`src/rtl/jtobj_dmacpy.sv`:
```
// Object-table DMA: copies external object RAM into a double-buffered internal
// table once per frame, dropping disabled objects and packing the live ones.
module jtobj_dmacpy #(
    parameter int NOBJ = 256,
    parameter int OBJW = 8,
    parameter int ENB  = 15,
    parameter int EAW  = $clog2(NOBJ*OBJW)
) (
    input  logic                        clk,
    input  logic                        rst_n,
    input  logic                        cen,
    input  logic                        dma_en,
    input  logic                        mode8,
    input  logic                        vs,
    output logic [EAW:0]                dma_addr,
    input  logic [15:0]                 dma_data,
    output logic [EAW:0]                wr_addr,
    output logic [15:0]                 wr_data,
    output logic                        wr_we,
    output logic                        rd_bank,
    output logic [$clog2(NOBJ+1)-1:0]   obj_cnt,
    output logic                        busy,
    output logic                        done
);
    localparam int OW = $clog2(NOBJ);
    localparam int WW = $clog2(OBJW);
    localparam int CW = $clog2(NOBJ+1);

    typedef enum logic [1:0] {IDLE, ADDR, DATA, DONE} state_t;

    state_t          state, state_nx;
    logic [OW-1:0]   obj;
    logic [WW-1:0]   word;
    logic            bsel, m8, vs_l;
    logic [7:0]      hi_byte;
    logic [EAW-1:0]  ptr;
    logic [CW-1:0]   live;
    logic [15:0]     word_asm;
    logic            asm_ok, skip, last_word, last_obj, obj_end, trig;

    // Byte 0 of each word is the high byte in byte-wide mode
    assign dma_addr = {obj, word, m8 & bsel};

    always_comb begin
        word_asm  = m8 ? {hi_byte, dma_data[7:0]} : dma_data;
        asm_ok    = !m8 || bsel;
        skip      = (word == '0) && !word_asm[ENB];
        last_word = word == WW'(OBJW-1);
        last_obj  = obj == OW'(NOBJ-1);
        obj_end   = skip || last_word;
        trig      = vs && !vs_l && dma_en;
        state_nx  = state;
        if (cen) begin
            case (state)
                IDLE: if (trig) state_nx = ADDR;
                ADDR: state_nx = dma_en ? DATA : IDLE;
                DATA: begin
                    if (!dma_en)                            state_nx = IDLE;
                    else if (asm_ok && obj_end && last_obj) state_nx = DONE;
                    else                                    state_nx = ADDR;
                end
                DONE: state_nx = IDLE;
                default: state_nx = IDLE;
            endcase
        end
    end

    always_ff @(posedge clk or negedge rst_n) begin
        if (!rst_n) state <= IDLE;
        else        state <= state_nx;
    end

    always_ff @(posedge clk or negedge rst_n) begin
        if (!rst_n) begin
            obj     <= '0;
            word    <= '0;
            bsel    <= 1'b0;
            m8      <= 1'b0;
            vs_l    <= 1'b1;
            hi_byte <= '0;
            ptr     <= '0;
            live    <= '0;
            wr_addr <= '0;
            wr_data <= '0;
            wr_we   <= 1'b0;
            rd_bank <= 1'b0;
            obj_cnt <= '0;
            busy    <= 1'b0;
            done    <= 1'b0;
        end else begin
            wr_we <= 1'b0;
            done  <= 1'b0;
            if (cen) begin
                // vs history advances even while busy, so edges are never queued
                vs_l <= vs;
                case (state)
                    IDLE: if (trig) begin
                        obj  <= '0;
                        word <= '0;
                        bsel <= 1'b0;
                        ptr  <= '0;
                        live <= '0;
                        m8   <= mode8;
                        busy <= 1'b1;
                    end
                    ADDR: if (!dma_en) busy <= 1'b0;
                    DATA: begin
                        if (!dma_en) begin
                            busy <= 1'b0;
                        end else if (!asm_ok) begin
                            hi_byte <= dma_data[7:0];
                            bsel    <= 1'b1;
                        end else begin
                            bsel <= 1'b0;
                            if (!skip) begin
                                wr_we   <= 1'b1;
                                wr_addr <= {~rd_bank, ptr};
                                wr_data <= word_asm;
                                ptr     <= ptr + EAW'(1);
                            end
                            if (obj_end) begin
                                word <= '0;
                                obj  <= obj + OW'(1);
                                if (!skip) live <= live + CW'(1);
                            end else begin
                                word <= word + WW'(1);
                            end
                        end
                    end
                    DONE: begin
                        rd_bank <= ~rd_bank;
                        obj_cnt <= live;
                        done    <= 1'b1;
                        busy    <= 1'b0;
                    end
                    default: ;
                endcase
            end
        end
    end
endmodule

```
`config.mk`:
```
export PLATFORM = sky130hd
export DESIGN_NAME = jtobj_dmacpy
export DESIGN_NICKNAME = d
export VERILOG_FILES = /design/src/rtl/jtobj_dmacpy.sv
export SDC_FILE = /design/constraint.sdc
export NUM_CORES = 1
export LEC_CHECK = 0
export CAP_MARGIN = 25
export CORE_MARGIN = 3
export CORE_UTILIZATION = 30
export CTS_BUF_LIST = sky130_fd_sc_hd__clkbuf_16
export CTS_CLUSTER_DIAMETER = 80
export DETAILED_ROUTE_END_ITERATION = 6
export GPL_TIMING_DRIVEN = 0
export PLACE_DENSITY = 0.58
export SETUP_SLACK_MARGIN = 0.1
export SLEW_MARGIN = 20
export SYNTH_ARGS = -nofsm -noshare
export SYNTH_HDL_FRONTEND = slang
export SYNTH_SLANG_ARGS = --single-unit
```
`constraint.sdc`:
```
create_clock -name clk -period 5.4 [get_ports clk]
set_clock_uncertainty 0.05 [all_clocks]
set_input_delay 0.54 -clock clk [delete_from_list [all_inputs] [get_ports clk]]
set_output_delay 0.54 -clock clk [all_outputs]
set_load 0.05 [all_outputs]
```
After elaboration in Yosys (flattened, before gate mapping):

Cells that the tools add are included.

* logic and storage cells: 101
* ROM bits: 0
* bits in registers: 85
* memory bits (writable): 0
* input bits: 22
* memories: 0
* latch bits: 0

* $add $sub $neg: 4
* $lt $le $gt $ge: 0
* multiply operators: 0
* equal/unequal tests: 11
* shift-type cells: 0
* bitwise operators: 4
* divide/modulo/power cells: 0
* multiplexer cells: 41
* reductions and logical operators: 25

Operators by type and width (number)
* two-way mux 9 bit: 5
* two-way mux 11 bit: 4
* two-way mux 8 bit: 4
* one-hot mux 11 bit (2 select lines): 1
* one-hot mux 9 bit (2 select lines): 1
* two-way mux 16 bit: 1
* one-hot mux 8 bit (2 select lines): 1
* two-way mux 1 bit: 12
* two-way mux 3 bit: 4
* != test 2 bit (second input constant): 6
* AND reduction 6 bit: 2
* adder 11 x 1 -> 11 bit (second input constant): 1
* AND reduction 5 bit: 2
* adder 9 x 1 -> 9 bit (second input constant): 1
* adder 8 x 1 -> 8 bit (second input constant): 1
* == test 8 bit (second input constant): 1
* two-way mux 2 bit: 4
* one-hot mux 2 bit (4 select lines): 1
* AND reduction 4 bit: 2
* AND reduction 7 bit: 1
* one-hot mux 3 bit (2 select lines): 1
* AND reduction 3 bit: 2
* logical AND 1 bit: 5
* == test 2 bit (second input constant): 2
* 14 further kinds: 20

Logic depth before layout (Yosys ltp):

* depth in word-level cells: 9
* depth in mapped cells: 9
* mapped depth without buffers: 7

Worst setup path after synthesis:

No wires, ideal clock.

* path kind: register to register
* start point: register word[0]
* end point: register ptr[10]
* data required time: 5.272 ns
* arrival: 2.397 ns
* stages on the path, launching flop included: 9
* setup slack: 2.875 ns
* setup time: 0.078 ns
* path through: dfrtp_1 > inv_1 > ha_1 > nor2b_1 > and3_4 > or3_1 > buf_2 > or4_1 > a21oi_1

* longest elaborated chain between the ends: 4

RTL lines
* from (decl): line 33 `logic [WW-1:0] word;`
* from (signal assigned): line 126 `word <= word + WW'(1);`
* logical NOT 3 bit: line 47 `skip = (word == '0) && !word_asm[ENB];`
* logical AND 1 bit: line 47
* != test 2 bit (no line)
* AND reduction 6 bit (no line)
* to (signal assigned): line 119 `ptr <= ptr + EAW'(1);`
* to (decl): line 36 `logic [EAW-1:0] ptr;`

Every way passes these cells.
A chain may end at the register's enable or synchronous reset.

Worst setup path in the final report:

* start point: register state[0]
* end point: register wr_data[6]

* longest elaborated chain between the ends: 2

RTL lines
* from (decl): line 31 `state_t state, state_nx;`
* from (signal assigned): line 70 `else state <= state_nx;`
* == test 2 bit: line 96 `case (state)`
* AND reduction 5 bit (no line)
* to (signal assigned): line 118 `wr_data <= word_asm;`
* to (decl): line 18 `output logic [15:0] wr_data,`

Every way passes these cells.

==> results.toml <==
[power]
total_power_mw = 2.28
p_switching_mw = 0.838
switching_share_pct = 36.8
peakVddDrop_mv = 0.173
p_int_mw = 1.44
power.share.sequential_pct = 35.8
power_frac_clock_pct = 28.4
power_density_mw_per_mm2 = 432
leakagePower_nw = 2.32
combPwrFrac_pct = 35.8

[clocking]
clkTransAtPathRegs_ps = 60
cts.sinks = 85
cts_tree = "built"
post_cts_buffers = 0
htreeDepth = 3
cts_root_buf = "clkbuf_16"
clockBufferDepth = 2
post_cts_resize_count = 0
cts_buffers = 9
cts_hold_buf = 0
clock_latency_ps = 330

[synthesis]
syn-num-nets = 378
netlist_instances = 346
synthFlopType = "dfrtp_1"
syn_area_mm2 = 0.00398
yosysSeqAreaShare_pct = 53.4
synthTopCellsByArea = "dfrtp_1 (53%), mux2_2 (11%), xnor2_1 (3.3%), ha_1 (3.1%), nand3_1 (2.6%)"
ys_types = 47
ys_ff_latch = 85
synth_edf_count = 0
yosysWarningCount = 0
synth_common_cells = "dfrtp_1 (84), mux2_2 (40), nor2_1 (27)"
synth.most_common_cell = "dfrtp_1"
avgSynthCellArea_um2 = 11.5
synthArstFlopShare_pct = 100
synth_top_area_share_pct = 52.8
synth_largest_area_cell = "dfrtp_1"

[critical_path]
r2r_slack_ps = 2810
arrival_ps = 2760
r2r_cells = 8
path_max_fanout = 10
required_ps = 5570
reg2reg_from = "state[0]$_DFFE_PN0P_"
worstSetupPathType = "flip-flop to flip-flop"
reg2reg_to = "wr_data[6]$_DFFE_PN0P_"
cp-start-kind = "flip-flop"
end_kind = "flip-flop"

[sta]
clock.fmax_ghz = 0.386
finalSetupTns_ps = 0
rsz0062_at_grt = "no"
hold_viol = 0
period_needed_ps = 2590
slew_violations = 0
worst_pin_slew_ps = 834
fin_crit_sh_pct = 47.9
setup_violations = 0
holdWs_ps = 91.7
relSlewSlack_pct = 44.3
setup_ws_ps = 2810

[floorplan]
die_h_um = 121
core_area_mm2 = 0.0128
die_w_um = 121
fp.dieArea_mm2 = 0.0147
start_util_pct = 31.1
io_pins = 75
rows = 41

[global_routing]
grt_pass1_vias = 2996
grt_usage_pct = 13.5
grt_pass1_wl_um = 15700
antenna_found_initial = 0
grt-ovfl-total = 0
grt_start_max_net_pins = 58

[layout]
drive_gt1_share_pct = 16.7
fin_util_pct = 41.1
n_antenna_cell = 0
area_growth_syn_to_layout_pct = 32.3
design_area_mm2 = 0.00527
nNetsFinal = 463
nFillCells = 1252
fin_cells = 608

[routing]
ant_nets = 0
drtPass1Iterations = 4
via_per_inst = 4.83
wire_per_inst_um = 15.5
drtIter0Drc = 173
totalWireLength_um = 9410
drc_errors = 0
vias = 2935

[job]
timing.max_cap.violations = 0

[placement]
place.gp.congestion = 0.794
dpl.hpwl_um = 6860
io_buffers = 73
dp_cells = 592
place_area_mm2 = 0.00495
place_ws_ps = 2490

[worst_hold_path]
min_path_type = "primary input to async pin"

[run_status]
outcome = "finished clean"
==> layout by cell type, fill, tap and decap left out, drive strengths merged, types with 2 or more instances in the layout <==
master         netlist  final
ha                  10     10
or4                  4      4
xnor2               15     15
o21ai                8      8
xor2                 2      2
a31oi                2      2
nor2b                2      2
nand3               21     21
and3                 6      6
dfrtp               84     84
and2                 3      3
a211oi               2      2
a22o                 7      7
nand2               20     20
clkdlybuf4s50        0     72
a2111oi              4      4
clkbuf               9     18
nand4                3      3
mux2                40     40
nor3                 3      3
or3                  4      4
buf                  7      9
nand2b               5      5
nor4                 6      6
mux2i                9      9
bufinv               0      2
inv                 12     13
clkinv               0      4
a21oi               14     14
nor2                27     27
o31ai                2      2
==> worst max path at each step <==
| stage | cells after the start | from | endpoint | slack (ps) |
|---|---|---|---|---|
| floorplan | 8 | word[0]$_DFFE_PN0P_ | ptr[10]$_DFFE_PN0P_ | 2870 |
| global placement | 1 | rst_n | wr_addr[7]$_DFFE_PN0P_ | 550 |
| detailed placement | 7 | cen | wr_data[4]$_DFFE_PN0P_ | 2490 |
| CTS | 8 | state[0]$_DFFE_PN0P_ | wr_data[1]$_DFFE_PN0P_ | 2770 |
| global route | 8 | state[0]$_DFFE_PN0P_ | wr_data[2]$_DFFE_PN0P_ | 2600 |
| finish | 8 | state[0]$_DFFE_PN0P_ | wr_data[6]$_DFFE_PN0P_ | 2810 |
==> flip-flops by register name, indices dropped and copies added (netlist names) <==
signal and cells:
wr_data 16, wr_addr 12, ptr 11, live 9, obj_cnt 9, hi_byte 8, obj 8, word 3
state 2, bsel 1, busy 1, done 1, m8 1, rd_bank 1, vs_l 1, wr_we 1
==> power by group through the flow <==
stage	logic [mW]	registers, mW	clock network, mW
floorplan	0.284	1.08	0
global placement	0.804	0.823	0
detailed placement	0.820	0.828	0
CTS	0.822	0.817	0.667
global route	0.872	0.831	0.697
finish	0.814	0.815	0.647
==> cells by family (layout without fill, tap and decap cells) <==
group,count (synthesis),in the layout,share of synthesized area (%)
buffers and inverters,28,118,2.98
AOI/OAI and AO/OA,47,47,8.70
adders and majority gates,10,10,3.14
muxes,49,49,13.6
xor gates and xnor gates,17,17,3.74
DFF,85,85,53.4
and+or+nand+nor,110,110,14.4
==> final cells by class <==
class / instances / area, um2 / area share [%]
flip-flops and latches: 85 / 2130 / 40.4
multi-input cells: 233 / 1740 / 32.9
repair buffers: 74 / 756 / 14.3
clock buffers: 9 / 225 / 4.27
well taps: 172 / 215 / 4.08
clock inverters: 7 / 91.3 / 1.73
plain buffers: 16 / 73.8 / 1.40
inverters: 12 / 45.0 / 0.855
==> critical path: stages, from the launching register on <==
cell	delay (ps)
dfrtp_1	410
inv_1	120
ha_1	300
nand3_1	160
nor2_1	140
and2_1	140
clkbuf_1	410
buf_2	380
mux2_2	370
==> routing by layer <==
metal | routed length [um] | GRT usage, % | vias up
met4 | 126 | 4.83 | 0
met2 | 4580 | 22.0 | 61
met3 | 364 | 2.75 | 9
met1 | 4340 | 18.0 | 1459
li1 | - | - | 1406
met5 | 0 | 0 | -
No activity file was read; power rests on OpenSTA's default activity.
